**src/rtl/common_pkg.sv**
```systemverilog
// Shared MDU definitions: operation encoding, iteration count and operand classification helpers.
// Used by mdu_iter_step and mdu_sequencer.
package common;

   localparam int MDU_ITERATIONS = 32;

   typedef enum logic [2:0] {
      MUL, MULH, MULHSU, MULHU, DIV, DIVU, REM, REMU
   } mdu_op_type;

   function automatic logic op_is_div(input mdu_op_type op);
      return op inside {DIV, DIVU, REM, REMU};
   endfunction

   function automatic logic op_is_rem(input mdu_op_type op);
      return op inside {REM, REMU};
   endfunction

   function automatic logic op_a_signed(input mdu_op_type op);
      return op inside {MUL, MULH, MULHSU, DIV, REM};
   endfunction

   function automatic logic op_b_signed(input mdu_op_type op);
      return op inside {MUL, MULH, DIV, REM};
   endfunction

   // Divide-by-zero and the single signed-overflow case have architecturally fixed results.
   function automatic logic op_is_special(input mdu_op_type op, input logic [31:0] a,
                                          input logic [31:0] b);
      return op_is_div(op) &&
             ((b == 32'h0) ||
              ((op inside {DIV, REM}) && (a == 32'h8000_0000) && (b == 32'hFFFF_FFFF)));
   endfunction

   function automatic logic [31:0] special_result(input mdu_op_type op, input logic [31:0] a,
                                                  input logic [31:0] b);
      if (b == 32'h0) return op_is_rem(op) ? a : 32'hFFFF_FFFF;
      return op_is_rem(op) ? 32'h0 : 32'h8000_0000;
   endfunction

endpackage

```
**src/rtl/mdu_iter_step.sv**
```systemverilog
// One radix-2 iteration on magnitudes: shift-add multiply or restoring divide.
// {hi, lo} holds {product high, product low/multiplier} or {remainder, dividend/quotient}.
module mdu_iter_step (
   input  logic        is_div_i,
   input  logic [31:0] hi_i,
   input  logic [31:0] lo_i,
   input  logic [31:0] b_i,
   output logic [31:0] hi_o,
   output logic [31:0] lo_o
);

   logic [32:0] sum;
   logic [32:0] shifted;
   logic        fits;

   always_comb begin
      sum     = {1'b0, hi_i} + (lo_i[0] ? {1'b0, b_i} : 33'd0);
      shifted = {hi_i, lo_i[31]};
      fits    = shifted >= {1'b0, b_i};
      if (is_div_i) begin
         // The partial remainder stays below the divisor, so the difference fits in 32 bits.
         hi_o = fits ? (shifted[31:0] - b_i) : shifted[31:0];
         lo_o = {lo_i[30:0], fits};
      end else begin
         hi_o = sum[32:1];
         lo_o = {sum[0], lo_i[31:1]};
      end
   end

endmodule

```
**src/rtl/mdu_sequencer.sv**
```systemverilog
// Iterative 32-bit multiply/divide sequencer (IDLE -> CALC x32 -> FINISH -> DONE).
// Define MDU_EARLY_OUT_EN to retire divide-by-zero and signed overflow straight from IDLE.
module mdu_sequencer
   import common::*;
(
   input  logic        clk,
   input  logic        reset_n,
   input  logic        start,
   input  mdu_op_type  op,
   input  logic [31:0] data1,
   input  logic [31:0] data2,
   input  logic        flush,
   output logic        stall,
   output logic        done,
   output logic [31:0] result
);

   typedef enum logic [1:0] {S_IDLE, S_CALC, S_FINISH, S_DONE} state_e;

   localparam int               CNT_W    = $clog2(MDU_ITERATIONS);
   localparam logic [CNT_W-1:0] CNT_LAST = CNT_W'(MDU_ITERATIONS - 1);

   state_e           state_q, state_d;
   logic [CNT_W-1:0] cnt_q, cnt_d;
   mdu_op_type       op_q, op_d;
   logic [31:0]      hi_q, hi_d, lo_q, lo_d, b_q, b_d;
   logic             neg_q, neg_d;
   logic             special_q, special_d;
   logic [31:0]      special_res_q, special_res_d;
   logic [31:0]      result_q, result_d;

   logic        op_q_div;
   logic [31:0] step_hi, step_lo;
   logic        neg_a, neg_b;
   logic [31:0] mag_a, mag_b;
   logic [63:0] prod_fix;
   logic [31:0] div_sel, final_res;

   assign op_q_div = op_is_div(op_q);

   mdu_iter_step u_step (
      .is_div_i (op_q_div),
      .hi_i     (hi_q),
      .lo_i     (lo_q),
      .b_i      (b_q),
      .hi_o     (step_hi),
      .lo_o     (step_lo)
   );

   always_comb begin
      neg_a = op_a_signed(op) && data1[31];
      neg_b = op_b_signed(op) && data2[31];
      mag_a = neg_a ? (~data1 + 32'd1) : data1;
      mag_b = neg_b ? (~data2 + 32'd1) : data2;
   end

   // Sign correction: product and quotient carry sign(a)^sign(b), remainder carries sign(a).
   always_comb begin
      prod_fix = neg_q ? (~{hi_q, lo_q} + 64'd1) : {hi_q, lo_q};
      div_sel  = op_is_rem(op_q) ? hi_q : lo_q;
      if (special_q)           final_res = special_res_q;
      else if (op_q_div)       final_res = neg_q ? (~div_sel + 32'd1) : div_sel;
      else if (op_q == MUL)    final_res = prod_fix[31:0];
      else                     final_res = prod_fix[63:32];
   end

   always_comb begin
      // NOTE: every signal gets a default first so no path through this block can infer a latch.
      state_d       = state_q;
      cnt_d         = cnt_q;
      op_d          = op_q;
      hi_d          = hi_q;
      lo_d          = lo_q;
      b_d           = b_q;
      neg_d         = neg_q;
      special_d     = special_q;
      special_res_d = special_res_q;
      result_d      = result_q;
      stall         = 1'b0;
      case (state_q)
         S_IDLE: begin
            if (start && !flush) begin
               stall         = 1'b1;
               op_d          = op;
               hi_d          = 32'h0;
               lo_d          = mag_a;
               b_d           = mag_b;
               cnt_d         = '0;
               neg_d         = op_is_rem(op) ? neg_a : (neg_a ^ neg_b);
               special_d     = op_is_special(op, data1, data2);
               special_res_d = special_result(op, data1, data2);
`ifdef MDU_EARLY_OUT_EN
               state_d = special_d ? S_DONE : S_CALC;
               if (special_d) result_d = special_res_d;
`else
               state_d = S_CALC;
`endif
            end
         end
         S_CALC: begin
            stall = 1'b1;
            hi_d  = step_hi;
            lo_d  = step_lo;
            cnt_d = cnt_q + CNT_W'(1);
            if (cnt_q == CNT_LAST) state_d = S_FINISH;
         end
         S_FINISH: begin
            stall    = 1'b1;
            result_d = final_res;
            state_d  = S_DONE;
         end
         S_DONE:  state_d = S_IDLE;
         default: state_d = S_IDLE;
      endcase
      if (flush) begin
         state_d  = S_IDLE;
         result_d = result_q;
      end
      if (!reset_n) stall = 1'b0;
   end

   // NOTE: non-blocking assignments here so every flop samples pre-edge values.
   always_ff @(posedge clk or negedge reset_n) begin
      if (!reset_n) begin
         state_q       <= S_IDLE;
         cnt_q         <= '0;
         op_q          <= MUL;
         hi_q          <= 32'h0;
         lo_q          <= 32'h0;
         b_q           <= 32'h0;
         neg_q         <= 1'b0;
         special_q     <= 1'b0;
         special_res_q <= 32'h0;
         result_q      <= 32'h0;
      end else begin
         state_q       <= state_d;
         cnt_q         <= cnt_d;
         op_q          <= op_d;
         hi_q          <= hi_d;
         lo_q          <= lo_d;
         b_q           <= b_d;
         neg_q         <= neg_d;
         special_q     <= special_d;
         special_res_q <= special_res_d;
         result_q      <= result_d;
      end
   end

   assign done   = (state_q == S_DONE);
   assign result = result_q;

endmodule

```
**config.mk**
```make
export PLATFORM = sky130hd
export DESIGN_NAME = mdu_sequencer
export DESIGN_NICKNAME = d
export VERILOG_FILES = /design/src/rtl/common_pkg.sv /design/src/rtl/mdu_iter_step.sv /design/src/rtl/mdu_sequencer.sv
export SDC_FILE = /design/constraint.sdc
export NUM_CORES = 1
export LEC_CHECK = 0
export CAP_MARGIN = 40
export CORE_MARGIN = 1.5
export CORE_UTILIZATION = 55
export DETAILED_ROUTE_END_ITERATION = 8
export PLACE_DENSITY_LB_ADDON = 0.08
export SYNTH_ARGS = -nofsm -noshare
export SYNTH_HDL_FRONTEND = slang
export SYNTH_SLANG_ARGS = --single-unit
```
**constraint.sdc**
```tcl
create_clock -name clk -period 3.7 [get_ports clk]
set_input_delay 0.37 -clock clk [delete_from_list [all_inputs] [get_ports clk]]
set_output_delay 0.37 -clock clk [all_outputs]
set_load 0.1 [all_outputs]
```
==> results.toml <==
[yosys]
ys_seq_area_frac = 0.263
async_reset_ff_frac = 1.00
synth_cell_types = 80
syn_area_sq_um = 16400
synth_nets = 2299
synthCells = 2150
yosys_warnings = 0
yosys_register_bits = 172
synth_edf_count = 0
syn_area_per_cell_sq_um = 7.61
synth_flop_cell = "dfrtp_1"

[clocking]
cts_max_path_buffers = 2
htree_levels = 4
cts_sinks = 172
cts_made_buffers = 17
post_cts_resized = 0
cts_tree = "built"
cts_setup_buffers = 0
ctsHoldBuffers = 0
path_clk_slew_ns = 0.07
insertion_delay_ns = 0.46
cts-root-buf = "clkbuf_16"

[timing]
finalSetupViolCount = 0
fin_tns_setup_ns = 0
finClkSkew_ns = 0.0113
max_freq_ghz = 0.286
worstMarginPinSlew_ns = 0.930
slew_headroom = 0.380
period_minus_slack_ns = 3.50
worst_slack_ns = 0.201
hold_viol = 0
grt_setup_unrepaired = "false"
timing.final.crit_share = 0.946
whs_ns = 0.105
slew_violations = 0

[floorplan]
start_util = 0.564
rows = 62
die_w_um = 175
die-area_sq_um = 30800
core_area_sq_um = 29000
die_h_um = 175
ios = 105

[placed_design]
place_ws_ns = 0.147
dp_hpwl_um = 44300
placed_cell_area_sq_um = 18600
port_buffers = 104
gp_congestion = 1.01

[power_and_ir_drop]
seq_power_share = 0.171
netSwitchingPower_uw = 10700
comb_power_share = 0.731
power.internal_uw = 9090
p_sw_frac = 0.542
pwr-share-clk = 0.098
p_per_area_nw_per_um2 = 1030
p_leak_uw = 0.00820
ir_worst_vdd_mv = 0.846

[grt]
antenna_found_initial = 1
grtUsageTotal = 0.385
grt_max_degree = 118
grt_overflow = 0
grt_pass1_vias = 16100
grt_pass1_wl_um = 91200

[cells_and_area]
fin_area_sq_um = 19300
synthToLayoutAreaGrowth_pct = 17.9
layout_common_cells = "o21ai_0, nand2_1, dfrtp_1"
antenna_cells = 0
drive_gt1_frac = 0.0976
num-nets-final = 2400
layout_commonest_cell = "o21ai_0"
utilization = 0.664

[routing]
routed_via_density = 6.50
wirelength_um = 59400
ant_nets = 0
firstDrtPassIters = 5
wl_per_cell_um = 22.4
num_vias = 17200
drc_errors = 0
drt_iter0_drc = 2178

[worst_setup_path]
start_kind = "flip-flop"
arrival_ns = 3.81
critPathMaxFanout = 22
criticalPathCategory = "reg -> reg"
rrSetupSlack_ns = 0.20
critPathCaptureType = "flip-flop"
required_ns = 4.01

[hold_path]
hp-class = "in -> async"

[outcome]
status = "complete, no violations"

[flow_run]
drv_cap = 0
Yosys cell counts, types with 6 or more instances:
library cell  count  area (sq um)
ha_1             76           951
o211ai_1         17           128
a22oi_1          11          82.6
o21bai_1          6          45.0
nor2_1          129           484
or2_2             9          56.3
inv_1            66           248
a21oi_1         161           806
o221ai_1         11          96.3
a221oi_1          6          52.6
o31ai_1          42           315
mux2i_1          83           831
a311oi_1          9          78.8
a211oi_1         25           188
mux2_2           10           113
buf_1            17          63.8
xnor2_1         107           937
o21ai_1          37           185
nand4_1          22           138
xor2_1           86           753
o41ai_1          10          87.6
nor4_1           15          93.8
a31oi_1          28           175
a21o_1           28           210
o2111ai_1         6          52.6
clkbuf_1        134           503
buf_2             8          40.0
or3_1            36           225
a22o_1            6          52.6
nor2b_1          15          93.8
dfrtp_1         172          4300
and2_1           11          68.8
o21ai_0         278          1390
nor3_1           40           200
nand3_1          36           180
nand2b_1         16           100
or4_1             6          45.0
and3_1           19           119
o21a_1           11          82.6
nand2_1         263           987
worst paths after layout:
check                           end  depth (start not counted)    start
max                        hi_q[29]                         13  lo_q[0]
max reg2reg                hi_q[29]                         13  lo_q[0]
min                         lo_q[9]                          2  reset_n
min reg2reg                  b_q[2]                          2   b_q[2]
min in group clk             b_q[2]                          2   b_q[2]
max in group asynchronous   op_q[2]                          2  reset_n
registers in the layout (all words and copies together) (netlist names):
register and cells:
neg_q 1, result 32, cnt_q 5, lo_q 32, special_res_q 32, hi_q 32
special_q 1, b_q 32, op_q 3, state_q 2
area by class of cell:
class                           instances  area [sq um]
Sequential cell                       172          4310
Clock inverter                          9           136
Tap cell                              384           480
Inverter                               68           259
Clock buffer                           23           478
Timing Repair Buffer                  245          2420
Multi-Input combinational cell       1747         11200
Fill cell                            2529          9730
per-stage QoR:
stage	instances	power, uW
final	2648	19800
after global routing	2648	21000
after CTS	2648	19500
after detailed placement	2616	17500
after global placement	2583	16700
after floorplan	2150	12800
logic make-up (layout without fill, tap and decap cells):
family,Yosys count,in the layout,synth area share
buf+inv,231,345,0.0552
compound gates,731,731,0.268
fa+ha+maj,78,78,0.0606
mux,93,93,0.0577
xor+xnor,193,193,0.103
flops,172,172,0.263
simple gates,652,652,0.192
layer usage:
layer | vias to the layer above | share of wire | GRT usage
met4 | 2 | 0.035 | 0.141
met2 | 897 | 0.44 | 0.590
met3 | 150 | 0.10 | 0.0942
met1 | 8198 | 0.43 | 0.525
li1 | 7953 | - | -
met5 | - | 0.00032 | 0
critical path, cell delays in order, from the launching register on:
cell and delay [ns]:
dfrtp_1 0.41, clkinvlp_4 0.18, buf_4 0.29, nor2_1 0.08
ha_1 0.24, a2111o_1 0.39, a31o_2 0.21, o311ai_0 0.15
a31oi_1 0.28, nand3_1 0.27, a21oi_1 0.13, or3_1 0.33
a32oi_1 0.25, o21ai_0 0.13
power by group through the flow:
stage	clock network [uW]	registers [uW]	logic (uW)
after floorplan	0	4240	8610
after global placement	0	3350	13400
after detailed placement	0	3380	14100
after CTS	1950	3350	14200
after global routing	2020	3460	15500
final	1950	3390	14500
No activity file was read; power rests on OpenSTA's default activity.
